[src/rtl/data_mem_arbiter_if.sv]
// Bus bundle between the two requesters, the arbiter and the data memory.
//
// Handshake: a requester raises x_req with x_we/x_addr/x_wdata stable and
// keeps them stable until x_gnt is seen high in the same cycle; the request is
// consumed by that grant, so the inputs may change in the next cycle. Read
// responses need no acknowledgement: x_rvalid is a one-cycle pulse with x_rdata
// and x_err, and responses come back in grant order.
interface data_mem_arbiter_if #(
  parameter int AW = 16,
  parameter int DW = 16
);
  logic          a_req;
  logic          a_we;
  logic [AW-1:0] a_addr;
  logic [DW-1:0] a_wdata;
  logic          a_gnt;
  logic          a_rvalid;
  logic [DW-1:0] a_rdata;
  logic          a_err;

  logic          b_req;
  logic          b_we;
  logic [AW-1:0] b_addr;
  logic [DW-1:0] b_wdata;
  logic          b_gnt;
  logic          b_rvalid;
  logic [DW-1:0] b_rdata;
  logic          b_err;

  logic          mem_cs;
  logic          mem_we;
  logic [8:0]    mem_addr;
  logic [DW-1:0] mem_wdata;
  logic [DW-1:0] mem_rdata;

  // Arbiter side
  modport slave (
    input  a_req, a_we, a_addr, a_wdata,
    output a_gnt, a_rvalid, a_rdata, a_err,
    input  b_req, b_we, b_addr, b_wdata,
    output b_gnt, b_rvalid, b_rdata, b_err,
    output mem_cs, mem_we, mem_addr, mem_wdata,
    input  mem_rdata
  );

  // Requesters plus memory side
  modport master (
    output a_req, a_we, a_addr, a_wdata,
    input  a_gnt, a_rvalid, a_rdata, a_err,
    output b_req, b_we, b_addr, b_wdata,
    input  b_gnt, b_rvalid, b_rdata, b_err,
    input  mem_cs, mem_we, mem_addr, mem_wdata,
    output mem_rdata
  );
endinterface

[src/rtl/data_mem_arbiter.sv]
// Two-requester arbiter for the 16-bit x 512-word data memory.
// A (CPU load/store) has fixed priority; B (debug/loader) is forced through
// after MAX_WAIT denied cycles. One registered memory command per cycle, an
// owner-tag shift register routes read data back to the right requester.
module data_mem_arbiter #(
  parameter int AW       = 16,
  parameter int DW       = 16,
  parameter int DEPTH    = 512,
  parameter int RD_LAT   = 1,
  parameter int MAX_WAIT = 4
) (
  input  logic                Clock,
  input  logic                reset,
  data_mem_arbiter_if.slave   io_bus,
  output logic                o_dbg_state,
  output logic [3:0]          o_dbg_wait_cnt
);

  typedef enum logic {
    PRIO_A  = 1'b0,
    FORCE_B = 1'b1
  } state_t;

  localparam logic [AW-1:0] DEPTH_L = AW'(DEPTH);
  localparam logic [3:0]    WAIT_LAST = 4'(MAX_WAIT - 1);

  state_t        r_state, w_state_nxt;
  logic [3:0]    r_wait_cnt, w_wait_nxt;
  logic          w_a_gnt, w_b_gnt, w_any_gnt;

  logic          w_a_oor, w_b_oor, w_sel_oor, w_sel_we;
  logic [AW-1:0] w_sel_addr;
  logic [DW-1:0] w_sel_wdata;

  logic          r_mem_cs, r_mem_we;
  logic [8:0]    r_mem_addr;
  logic [DW-1:0] r_mem_wdata;

  // Tag pipeline, bit 0 is the newest slot, bit RD_LAT lines up with mem_rdata
  logic [RD_LAT:0] r_tag_rd, r_tag_b, r_tag_oor;
  logic            r_werr_a, r_werr_b;

  logic          w_rsp_rd, w_rsp_b, w_rsp_oor;
  logic [DW-1:0] w_rsp_data;
  logic          w_a_rvalid, w_b_rvalid;
  logic [DW-1:0] r_a_rdata, r_b_rdata;

  assign w_a_oor = (io_bus.a_addr >= DEPTH_L);
  assign w_b_oor = (io_bus.b_addr >= DEPTH_L);

  // Grant decision, next state and B starvation counter
  always_comb begin
    w_a_gnt     = 1'b0;
    w_b_gnt     = 1'b0;
    w_state_nxt = r_state;
    w_wait_nxt  = r_wait_cnt;
    // No grant while reset is low so a requester never loses a request
    // whose command would be suppressed.
    if (reset) begin
      case (r_state)
        PRIO_A: begin
          if (io_bus.a_req)      w_a_gnt = 1'b1;
          else if (io_bus.b_req) w_b_gnt = 1'b1;
          if (io_bus.b_req && !w_b_gnt && (r_wait_cnt == WAIT_LAST))
            w_state_nxt = FORCE_B;
        end
        FORCE_B: begin
          // A is held off for this slot; leave whether or not B still wants it
          w_b_gnt     = io_bus.b_req;
          w_state_nxt = PRIO_A;
        end
        default: w_state_nxt = PRIO_A;
      endcase
      if (w_b_gnt || (r_state == FORCE_B))
        w_wait_nxt = 4'd0;
      else if (io_bus.b_req && (r_wait_cnt != 4'hF))
        w_wait_nxt = r_wait_cnt + 4'd1;
    end
  end

  assign w_any_gnt   = w_a_gnt | w_b_gnt;
  assign w_sel_we    = w_b_gnt ? io_bus.b_we    : io_bus.a_we;
  assign w_sel_addr  = w_b_gnt ? io_bus.b_addr  : io_bus.a_addr;
  assign w_sel_wdata = w_b_gnt ? io_bus.b_wdata : io_bus.a_wdata;
  assign w_sel_oor   = w_b_gnt ? w_b_oor        : w_a_oor;

  // FSM state and wait counter registers
  always_ff @(posedge Clock) begin
    if (!reset) begin
      r_state    <= PRIO_A;
      r_wait_cnt <= 4'd0;
    end else begin
      r_state    <= w_state_nxt;
      r_wait_cnt <= w_wait_nxt;
    end
  end

  // Register the granted command; out-of-range slots never enable the memory
  always_ff @(posedge Clock) begin
    if (!reset) begin
      r_mem_cs    <= 1'b0;
      r_mem_we    <= 1'b0;
      r_mem_addr  <= '0;
      r_mem_wdata <= '0;
    end else begin
      r_mem_cs <= w_any_gnt && !w_sel_oor;
      r_mem_we <= w_any_gnt && w_sel_we && !w_sel_oor;
      if (w_any_gnt) begin
        r_mem_addr  <= w_sel_addr[8:0];
        r_mem_wdata <= w_sel_wdata;
      end
    end
  end

  // Owner tags for reads in flight, plus write-error pulses for T+1
  always_ff @(posedge Clock) begin
    if (!reset) begin
      r_tag_rd  <= '0;
      r_tag_b   <= '0;
      r_tag_oor <= '0;
      r_werr_a  <= 1'b0;
      r_werr_b  <= 1'b0;
    end else begin
      r_tag_rd  <= {r_tag_rd[RD_LAT-1:0],  w_any_gnt && !w_sel_we};
      r_tag_b   <= {r_tag_b[RD_LAT-1:0],   w_b_gnt};
      r_tag_oor <= {r_tag_oor[RD_LAT-1:0], w_sel_oor};
      r_werr_a  <= w_a_gnt && io_bus.a_we && w_a_oor;
      r_werr_b  <= w_b_gnt && io_bus.b_we && w_b_oor;
    end
  end

  assign w_rsp_rd   = r_tag_rd[RD_LAT];
  assign w_rsp_b    = r_tag_b[RD_LAT];
  assign w_rsp_oor  = r_tag_oor[RD_LAT];
  assign w_rsp_data = w_rsp_oor ? '0 : io_bus.mem_rdata;
  assign w_a_rvalid = w_rsp_rd && !w_rsp_b;
  assign w_b_rvalid = w_rsp_rd &&  w_rsp_b;

  // Remember the last delivered read data so rdata holds between pulses
  always_ff @(posedge Clock) begin
    if (!reset) begin
      r_a_rdata <= '0;
      r_b_rdata <= '0;
    end else begin
      if (w_a_rvalid) r_a_rdata <= w_rsp_data;
      if (w_b_rvalid) r_b_rdata <= w_rsp_data;
    end
  end

  assign io_bus.a_gnt     = w_a_gnt;
  assign io_bus.b_gnt     = w_b_gnt;
  assign io_bus.a_rvalid  = w_a_rvalid;
  assign io_bus.b_rvalid  = w_b_rvalid;
  assign io_bus.a_rdata   = w_a_rvalid ? w_rsp_data : r_a_rdata;
  assign io_bus.b_rdata   = w_b_rvalid ? w_rsp_data : r_b_rdata;
  assign io_bus.a_err     = (w_a_rvalid && w_rsp_oor) || r_werr_a;
  assign io_bus.b_err     = (w_b_rvalid && w_rsp_oor) || r_werr_b;
  assign io_bus.mem_cs    = r_mem_cs;
  assign io_bus.mem_we    = r_mem_we;
  assign io_bus.mem_addr  = r_mem_addr;
  assign io_bus.mem_wdata = r_mem_wdata;

  assign o_dbg_state    = r_state;
  assign o_dbg_wait_cnt = r_wait_cnt;

endmodule

[src/flat_wrapper.sv]
// flat-port wrapper written by rule: the top's interface ports become plain ports
module data_mem_arbiter_flat 
#(
  parameter int AW       = 16,
  parameter int DW       = 16,
  parameter int DEPTH    = 512,
  parameter int RD_LAT   = 1,
  parameter int MAX_WAIT = 4
)
  (Clock, reset, o_dbg_state, o_dbg_wait_cnt, io_bus_a_req, io_bus_a_we, io_bus_a_addr, io_bus_a_wdata, io_bus_a_gnt, io_bus_a_rvalid, io_bus_a_rdata, io_bus_a_err, io_bus_b_req, io_bus_b_we, io_bus_b_addr, io_bus_b_wdata, io_bus_b_gnt, io_bus_b_rvalid, io_bus_b_rdata, io_bus_b_err, io_bus_mem_cs, io_bus_mem_we, io_bus_mem_addr, io_bus_mem_wdata, io_bus_mem_rdata);
  data_mem_arbiter_if #(.AW(AW), .DW(DW)) io_bus_i ();
  input  logic Clock;
  input  logic reset;
  output logic o_dbg_state;
  output logic [3:0] o_dbg_wait_cnt;
  input wire logic [$bits(io_bus_i.a_req)-1:0] io_bus_a_req;
  input wire logic [$bits(io_bus_i.a_we)-1:0] io_bus_a_we;
  input wire logic [$bits(io_bus_i.a_addr)-1:0] io_bus_a_addr;
  input wire logic [$bits(io_bus_i.a_wdata)-1:0] io_bus_a_wdata;
  output wire logic [$bits(io_bus_i.a_gnt)-1:0] io_bus_a_gnt;
  output wire logic [$bits(io_bus_i.a_rvalid)-1:0] io_bus_a_rvalid;
  output wire logic [$bits(io_bus_i.a_rdata)-1:0] io_bus_a_rdata;
  output wire logic [$bits(io_bus_i.a_err)-1:0] io_bus_a_err;
  input wire logic [$bits(io_bus_i.b_req)-1:0] io_bus_b_req;
  input wire logic [$bits(io_bus_i.b_we)-1:0] io_bus_b_we;
  input wire logic [$bits(io_bus_i.b_addr)-1:0] io_bus_b_addr;
  input wire logic [$bits(io_bus_i.b_wdata)-1:0] io_bus_b_wdata;
  output wire logic [$bits(io_bus_i.b_gnt)-1:0] io_bus_b_gnt;
  output wire logic [$bits(io_bus_i.b_rvalid)-1:0] io_bus_b_rvalid;
  output wire logic [$bits(io_bus_i.b_rdata)-1:0] io_bus_b_rdata;
  output wire logic [$bits(io_bus_i.b_err)-1:0] io_bus_b_err;
  output wire logic [$bits(io_bus_i.mem_cs)-1:0] io_bus_mem_cs;
  output wire logic [$bits(io_bus_i.mem_we)-1:0] io_bus_mem_we;
  output wire logic [$bits(io_bus_i.mem_addr)-1:0] io_bus_mem_addr;
  output wire logic [$bits(io_bus_i.mem_wdata)-1:0] io_bus_mem_wdata;
  input wire logic [$bits(io_bus_i.mem_rdata)-1:0] io_bus_mem_rdata;
  assign io_bus_i.a_req = io_bus_a_req;
  assign io_bus_i.a_we = io_bus_a_we;
  assign io_bus_i.a_addr = io_bus_a_addr;
  assign io_bus_i.a_wdata = io_bus_a_wdata;
  assign io_bus_a_gnt = io_bus_i.a_gnt;
  assign io_bus_a_rvalid = io_bus_i.a_rvalid;
  assign io_bus_a_rdata = io_bus_i.a_rdata;
  assign io_bus_a_err = io_bus_i.a_err;
  assign io_bus_i.b_req = io_bus_b_req;
  assign io_bus_i.b_we = io_bus_b_we;
  assign io_bus_i.b_addr = io_bus_b_addr;
  assign io_bus_i.b_wdata = io_bus_b_wdata;
  assign io_bus_b_gnt = io_bus_i.b_gnt;
  assign io_bus_b_rvalid = io_bus_i.b_rvalid;
  assign io_bus_b_rdata = io_bus_i.b_rdata;
  assign io_bus_b_err = io_bus_i.b_err;
  assign io_bus_mem_cs = io_bus_i.mem_cs;
  assign io_bus_mem_we = io_bus_i.mem_we;
  assign io_bus_mem_addr = io_bus_i.mem_addr;
  assign io_bus_mem_wdata = io_bus_i.mem_wdata;
  assign io_bus_i.mem_rdata = io_bus_mem_rdata;
  data_mem_arbiter #(.AW(AW), .DW(DW), .DEPTH(DEPTH), .RD_LAT(RD_LAT), .MAX_WAIT(MAX_WAIT)) u_core (.Clock(Clock), .reset(reset), .io_bus(io_bus_i), .o_dbg_state(o_dbg_state), .o_dbg_wait_cnt(o_dbg_wait_cnt));
endmodule
[config.mk]
export PLATFORM = sky130hd
export DESIGN_NAME = data_mem_arbiter_flat
export DESIGN_NICKNAME = d
export VERILOG_FILES = /design/src/rtl/data_mem_arbiter_if.sv /design/src/rtl/data_mem_arbiter.sv /design/src/flat_wrapper.sv
export SDC_FILE = /design/constraint.sdc
export NUM_CORES = 1
export LEC_CHECK = 0
export ABC_CLOCK_PERIOD_IN_PS = 2070
export CORE_MARGIN = 1
export CORE_UTILIZATION = 43
export DETAILED_ROUTE_END_ITERATION = 6
export PLACE_DENSITY_LB_ADDON = 0.12
export RECOVER_POWER = 50
export SYNTH_ARGS = -nofsm -noshare
export SYNTH_HDL_FRONTEND = slang
export SYNTH_SLANG_ARGS = --single-unit
[constraint.sdc]
create_clock -name Clock -period 2.07 [get_ports Clock]
set_input_delay 0.3105 -clock Clock [delete_from_list [all_inputs] [get_ports Clock]]
set_output_delay 0.3105 -clock Clock [all_outputs]
set_load 0.02 [all_outputs]
* Word level (Yosys, flattened, before mapping)
Index checks and enable logic that the tools add are counted.
** Operators by class
- Bitwise operators :: 3
- Magnitude comparators :: 2
- Muxes and demuxes :: 19
- Add/sub/neg operators :: 1
- Reductions and logical operators :: 23
- Eq/ne operators :: 2
** Operators by type and width (count)
- $mux W16 :: 4
- $ge A16 B10 Y1 const B :: 2
- $logic_and A1 B1 Y1 :: 15
- $mux W1 :: 12
- $mux W9 :: 1
- $add A4 B1 Y4 const B :: 1
- $eq A4 B2 Y1 const B :: 1
- $logic_not A1 Y1 :: 4
- $ne A4 B4 Y1 const B :: 1
- $pmux W1 S2 :: 2
- $logic_or A1 B1 Y1 :: 3
- $not A1 Y1 :: 2
- $reduce_or A2 Y1 :: 1
- $or A1 B1 Y1 :: 1
** Word-level totals
- Logic and storage cells :: 63
- Input bits :: 86
- Bits in registers :: 72
- Output and inout port bits :: 70

* Depth between registers and ports, before layout
- Depth in word-level cells :: 10
- Gate-level depth with buffers :: 6
- Gate-level depth less buffers :: 4

* Worst setup path after synthesis
OpenSTA, ideal clock, no wires.
- Path kind :: reg2out
- Start :: register u_core.r_tag_rd[1]
- End :: output port io_bus_b_err
- Path buffers :: 1
- Stages on the path, launching flop included :: 5
- Data required time :: 1.760 ns
- Data arrival time :: 1.202 ns
- Slack :: 0.557 ns
- Path through :: dfxtp_1 -> nand2_1 -> buf_4 -> inv_1 -> a21o_1
** On the way
- Cells in the longest elaborated chain, start to end :: 3
** RTL lines
- start, declared :: RTL line data_mem_arbiter.sv:40 : logic [RD_LAT:0] r_tag_rd, r_tag_b, r_tag_oor;
- start signal, assigned :: RTL line data_mem_arbiter.sv:124 : r_tag_rd <= {r_tag_rd[RD_LAT-1:0], w_any_gnt && !w_sel_we};
- $logic_and A1 B1 Y1 :: RTL line data_mem_arbiter.sv:137 : assign w_b_rvalid = w_rsp_rd && w_rsp_b;
- via io_bus_b_rvalid :: RTL line flat_wrapper.sv:29 : output wire logic [$bits(io_bus_i.b_rvalid)-1:0] io_bus_b_rvalid;
- $logic_and A1 B1 Y1 :: RTL line data_mem_arbiter.sv:157 : assign io_bus.b_err = (w_b_rvalid && w_rsp_oor) || r_werr_b;
- $logic_or A1 B1 Y1 :: RTL line data_mem_arbiter.sv:157
- end, declared :: RTL line flat_wrapper.sv:31 : output wire logic [$bits(io_bus_i.b_err)-1:0] io_bus_b_err;
The timed path passes the listed nets, and every way through them passes these cells.

* Worst setup path in the final report
- Start :: input port io_bus_a_req
- End :: output port io_bus_a_gnt
** On the way
- Cells in the longest elaborated chain, start to end :: 3
** RTL lines
- start, declared :: RTL line flat_wrapper.sv:16 : input wire logic [$bits(io_bus_i.a_req)-1:0] io_bus_a_req;
- $mux W1 :: RTL line data_mem_arbiter.sv:62 : if (io_bus.a_req) w_a_gnt = 1'b1;
- $mux W1 :: RTL line data_mem_arbiter.sv:60 : case (r_state)
- $mux W1 :: RTL line data_mem_arbiter.sv:59 : if (reset) begin
- end, declared :: RTL line flat_wrapper.sv:20 : output wire logic [$bits(io_bus_i.a_gnt)-1:0] io_bus_a_gnt;
No other way between the ends.

==> impl_table.tex <==
\begin{tabular}{lr}
\hline
Metric & Value \\
\hline
\multicolumn{2}{l}{\textbf{Run status}} \\
\quad Outcome & finished clean \\
\multicolumn{2}{l}{\textbf{Drt}} \\
\quad Vias after detailed routing & 3,168 \\
\quad Detailed Route Iter0 Violations & 135 \\
\quad Number of nets still failing antenna checks after routing & 0 \\
\quad Average vias per placed instance & $\sim$5 \\
\quad TritonRoute pass-1 iters & 4 \\
\quad Aggregate routed wire length & between 8000 and 9000 um \\
\quad Routed wire per std cell & 13.9 um \\
\quad Number of remaining DRC errors & 0 \\
\multicolumn{2}{l}{\textbf{Finish}} \\
\quad Final instance area & 4950 sq um \\
\quad Layout cells sized above 1 & just over 6\% \\
\quad Register cell area after layout & approximately 1400 sq um \\
\quad Filler cell count & 594 \\
\quad Most common cell after layout, fill and taps aside & sky130\_fd\_sc\_hd\_\_clkdlybuf4s50\_1 \\
\quad Area taken by multi-input logic gates & between 1000 and 1500 sq um \\
\quad Final net count & 618 \\
\quad Number of antenna diodes & 0 \\
\quad Commonest non-fill, non-tap cells in the layout & 116 x sky130\_fd\_sc\_hd\_\_clkdlybuf4s50\_1, 104 x sky130\_fd\_sc\_hd\_\_nand2\_1, 72 x sky130\_fd\_sc\_hd\_\_dfxtp\_1 \\
\quad Layout area overhead & 57.8\% \\
\multicolumn{2}{l}{\textbf{STA}} \\
\quad Final Hold Fails & 0 \\
\quad Setup repair after global routing missed its margin & false \\
\quad Final critical-path required period & between 1500 and 2000 ps \\
\quad Slew Limit Fails & 0 \\
\quad Worst Skew & 9.65 ps \\
\quad Setup Viol. Count Final & 0 \\
\quad Max\_slew headroom & 49.6\% \\
\quad Final cycle utilization of the critical path & 96.0\% \\
\quad Transition time of the tightest slew-check pin & 756 ps \\
\quad Hold WS & between 400 and 500 ps \\
\quad Maximum clock frequency & 503 MHz \\
\multicolumn{2}{l}{\textbf{Clocking}} \\
\quad Buffers inserted during post-CTS setup optimization & 0 \\
\quad Register clock-pin slew on the reported worst setup and hold paths & 70 ps \\
\quad Clock latency at the later pin of the worst-skew pair & 330 ps \\
\quad Total clock sinks & 72 \\
\quad CTS tree & built \\
\quad CTS HTree Levels & 3 \\
\quad CTS Root Buffer Type & sky130\_fd\_sc\_hd\_\_clkbuf\_8 \\
\quad CTS Buffer Depth & 2 \\
\quad Number of CTS-inserted buffers & 9 \\
\multicolumn{2}{l}{\textbf{Worst setup path}} \\
\quad Critical path launch point type & primary input \\
\quad Crit end category & primary output \\
\quad Biggest fanout along the worst timing path & 3 \\
\quad Category of the most critical setup path & primary input to primary output \\
\quad Data required time at the worst endpoint & roughly 1800 ps \\
\quad Worst Path Arrival & 1680 ps \\
\multicolumn{2}{l}{\textbf{Logic synthesis}} \\
\quad Area share of the largest cell type after synthesis & 46.0\% \\
\quad Syn nets & roughly 470 \\
\quad Cell area after technology mapping & 3140 sq um \\
\quad Total number of yosys warnings & 0 \\
\quad Area contributors post-synth & sky130\_fd\_sc\_hd\_\_dfxtp\_1 46\%, sky130\_fd\_sc\_hd\_\_nand2\_1 12\%, sky130\_fd\_sc\_hd\_\_nor2b\_1 6.4\% \\
\quad Number of enable flip-flop cells after synthesis & 0 \\
\quad Number of flip-flops and latches in the synthesized netlist & 72 \\
\quad Proportion of synthesized flip-flops having asynchronous set or reset & 0\% \\
\quad Largest area contributor in the synthesized netlist & sky130\_fd\_sc\_hd\_\_dfxtp\_1 \\
\quad Commonest register cell after synthesis & sky130\_fd\_sc\_hd\_\_dfxtp\_1 \\
\quad Number of standard cells after synthesis & about 380 \\
\quad Number of distinct standard cells referenced by the synthesized netlist & 35 \\
\quad Mean Syn Cell Area & $\sim$8.3 sq um \\
\quad Sequential area share after synthesis & 46.0\% \\
\multicolumn{2}{l}{\textbf{Power}} \\
\quad Leakage power & 2.36 nW \\
\quad Pwr Density & 660 nW/um\^{}2 \\
\quad IR Drop Worst-Case VDD & 0.334 mV \\
\quad Total power consumption of the routed design & 3.27 mW \\
\multicolumn{2}{l}{\textbf{Global route}} \\
\quad First-pass GRT wire length & between 10,000 and 15,000 um \\
\quad Number of global-route vias before repair & 3,071 \\
\quad Antenna violations before repair & 0 \\
\quad Combined global-route utilization of all metal layers & 24.2\% \\
\quad GR Overflow Total & 0 \\
\quad Largest net degree at the start of global routing & 39 \\
\multicolumn{2}{l}{\textbf{Floorplan}} \\
\quad Die ar. & 7640 sq um \\
\quad Die width & 87.4 um \\
\quad Starting density of the core & 45.4\% \\
\quad Area inside the core boundary & 6910 sq um \\
\quad I/O pins & $\sim$160 \\
\quad FP Rows & 30 \\
\quad Die H & around 87 um \\
\multicolumn{2}{l}{\textbf{Placed design}} \\
\quad HPWL reported at the end of detailed placement & 6320 um \\
\quad Port-buffer cells & 155 \\
\quad Placement Cell Area & 4770 sq um \\
\quad Placer congestion estimate & 0.799 \\
\multicolumn{2}{l}{\textbf{Run}} \\
\quad Maximum Capacitance Violations & 0 \\
\multicolumn{2}{l}{\textbf{Worst hold path}} \\
\quad Class of the tightest hold or removal check & register to register \\
\hline
\end{tabular}
worst max-delay path, cell delays in order:
cell and delay (ps):
sky130_fd_sc_hd__clkdlybuf4s50_1 500, sky130_fd_sc_hd__nand3b_1 130, sky130_fd_sc_hd__clkinv_1 80, sky130_fd_sc_hd__clkdlybuf4s50_1 650
cell usage after synthesis (2+ instances only):
library cell	number
sky130_fd_sc_hd__and3_1	2
sky130_fd_sc_hd__dfxtp_1	72
sky130_fd_sc_hd__a21o_1	2
sky130_fd_sc_hd__buf_6	2
sky130_fd_sc_hd__nand3b_1	2
sky130_fd_sc_hd__a21boi_0	16
sky130_fd_sc_hd__a211oi_1	2
sky130_fd_sc_hd__nor2b_1	32
sky130_fd_sc_hd__o21ai_0	4
sky130_fd_sc_hd__o31ai_1	25
sky130_fd_sc_hd__nor4_1	3
sky130_fd_sc_hd__clkbuf_1	10
sky130_fd_sc_hd__a21oi_1	5
sky130_fd_sc_hd__mux2i_1	16
sky130_fd_sc_hd__and2_1	3
sky130_fd_sc_hd__o22ai_1	2
sky130_fd_sc_hd__nand2_1	104
sky130_fd_sc_hd__inv_1	21
sky130_fd_sc_hd__buf_2	14
sky130_fd_sc_hd__a31oi_1	25
sky130_fd_sc_hd__nor3_1	2
worst paths after layout:
kind	start	to	cells past startpoint	slack, ps
worst min-delay path	u_core.r_tag_b[0]$_SDFF_PN0_	u_core.r_tag_b[1]$_SDFF_PN0_	1	440
worst max register to register	u_core.o_dbg_state$_SDFF_PP0_	u_core.io_bus.mem_we$_SDFF_PN0_	4	490
worst min register to register	u_core.r_tag_b[0]$_SDFF_PN0_	u_core.r_tag_b[1]$_SDFF_PN0_	1	440
worst max-delay path	io_bus_a_req	io_bus_a_gnt	4	80
per-layer routing:
layer / GRT usage (%) / vias up / share of wire (%)
li1: - / 1583 / -
met1: 28.0 / 1459 / 40
met2: 41.4 / 112 / 51
met3: 7.39 / 14 / 6.6
met4: 10.3 / 0 / 2.0
met5: 0 / - / 0
cell families (layout without fill, tap and decap cells):
family	count (synthesis)	after routing	synth area share [%]
compound gates	83	83	18.4
fa+ha+maj	1	1	0.399
buf+inv	50	208	7.14
flops	72	72	46.0
mux	16	16	5.11
simple gates	156	156	23.0
flip-flops by register name, summed over array words and instances (netlist names), 2 cells and up:
| signal | cells |
|---|---|
| u_core.r_a_rdata | 16 |
| u_core.io_bus.mem_addr | 9 |
| u_core.r_b_rdata | 16 |
| u_core.o_dbg_wait_cnt | 4 |
| u_core.r_tag_b | 2 |
| u_core.r_tag_oor | 2 |
| u_core.r_tag_rd | 2 |
| u_core.io_bus.mem_wdata | 16 |
where the power goes:
| group | internal [mW] | switching [mW] | leakage (nW) |
|---|---|---|---|
| combinational | 0.295 | 0.254 | 1.65 |
| clock | 0.743 | 0.515 | 0.119 |
| sequential | 1.44 | 0.0235 | 0.587 |
repair_timing:
item                       CTS  global route
gates resized for setup     38             2
hold buffers                 0             0
pin swaps                    0             0
hold endpoints to repair     0             0
setup endpoints to repair   35             2
through the flow:
| step | util, % | setup slack, ps | TNS (ps) | cells |
|---|---|---|---|---|
| after global placement | 69.1 | -53.1 | -53.1 | 616 |
| after global routing | 71.7 | 38.2 | 0 | 632 |
| after CTS | 72.0 | 22.7 | 0 | 632 |
| final | 71.7 | 83.1 | 0 | 632 |
| after floorplan | - | 557 | 0 | 378 |
| after detailed placement | 69.1 | -40.6 | -40.6 | 616 |
area by class of cell:
cell class	instances	area share (%)
Multi-Input combinational cell	256	29.6
Clock buffer	11	3.06
Timing Repair Buffer	169	32.4
Sequential cell	72	29.1
Inverter	23	1.79
Clock inverter	5	1.59
Tap cell	96	2.43
(Power assumes the default switching activity.)
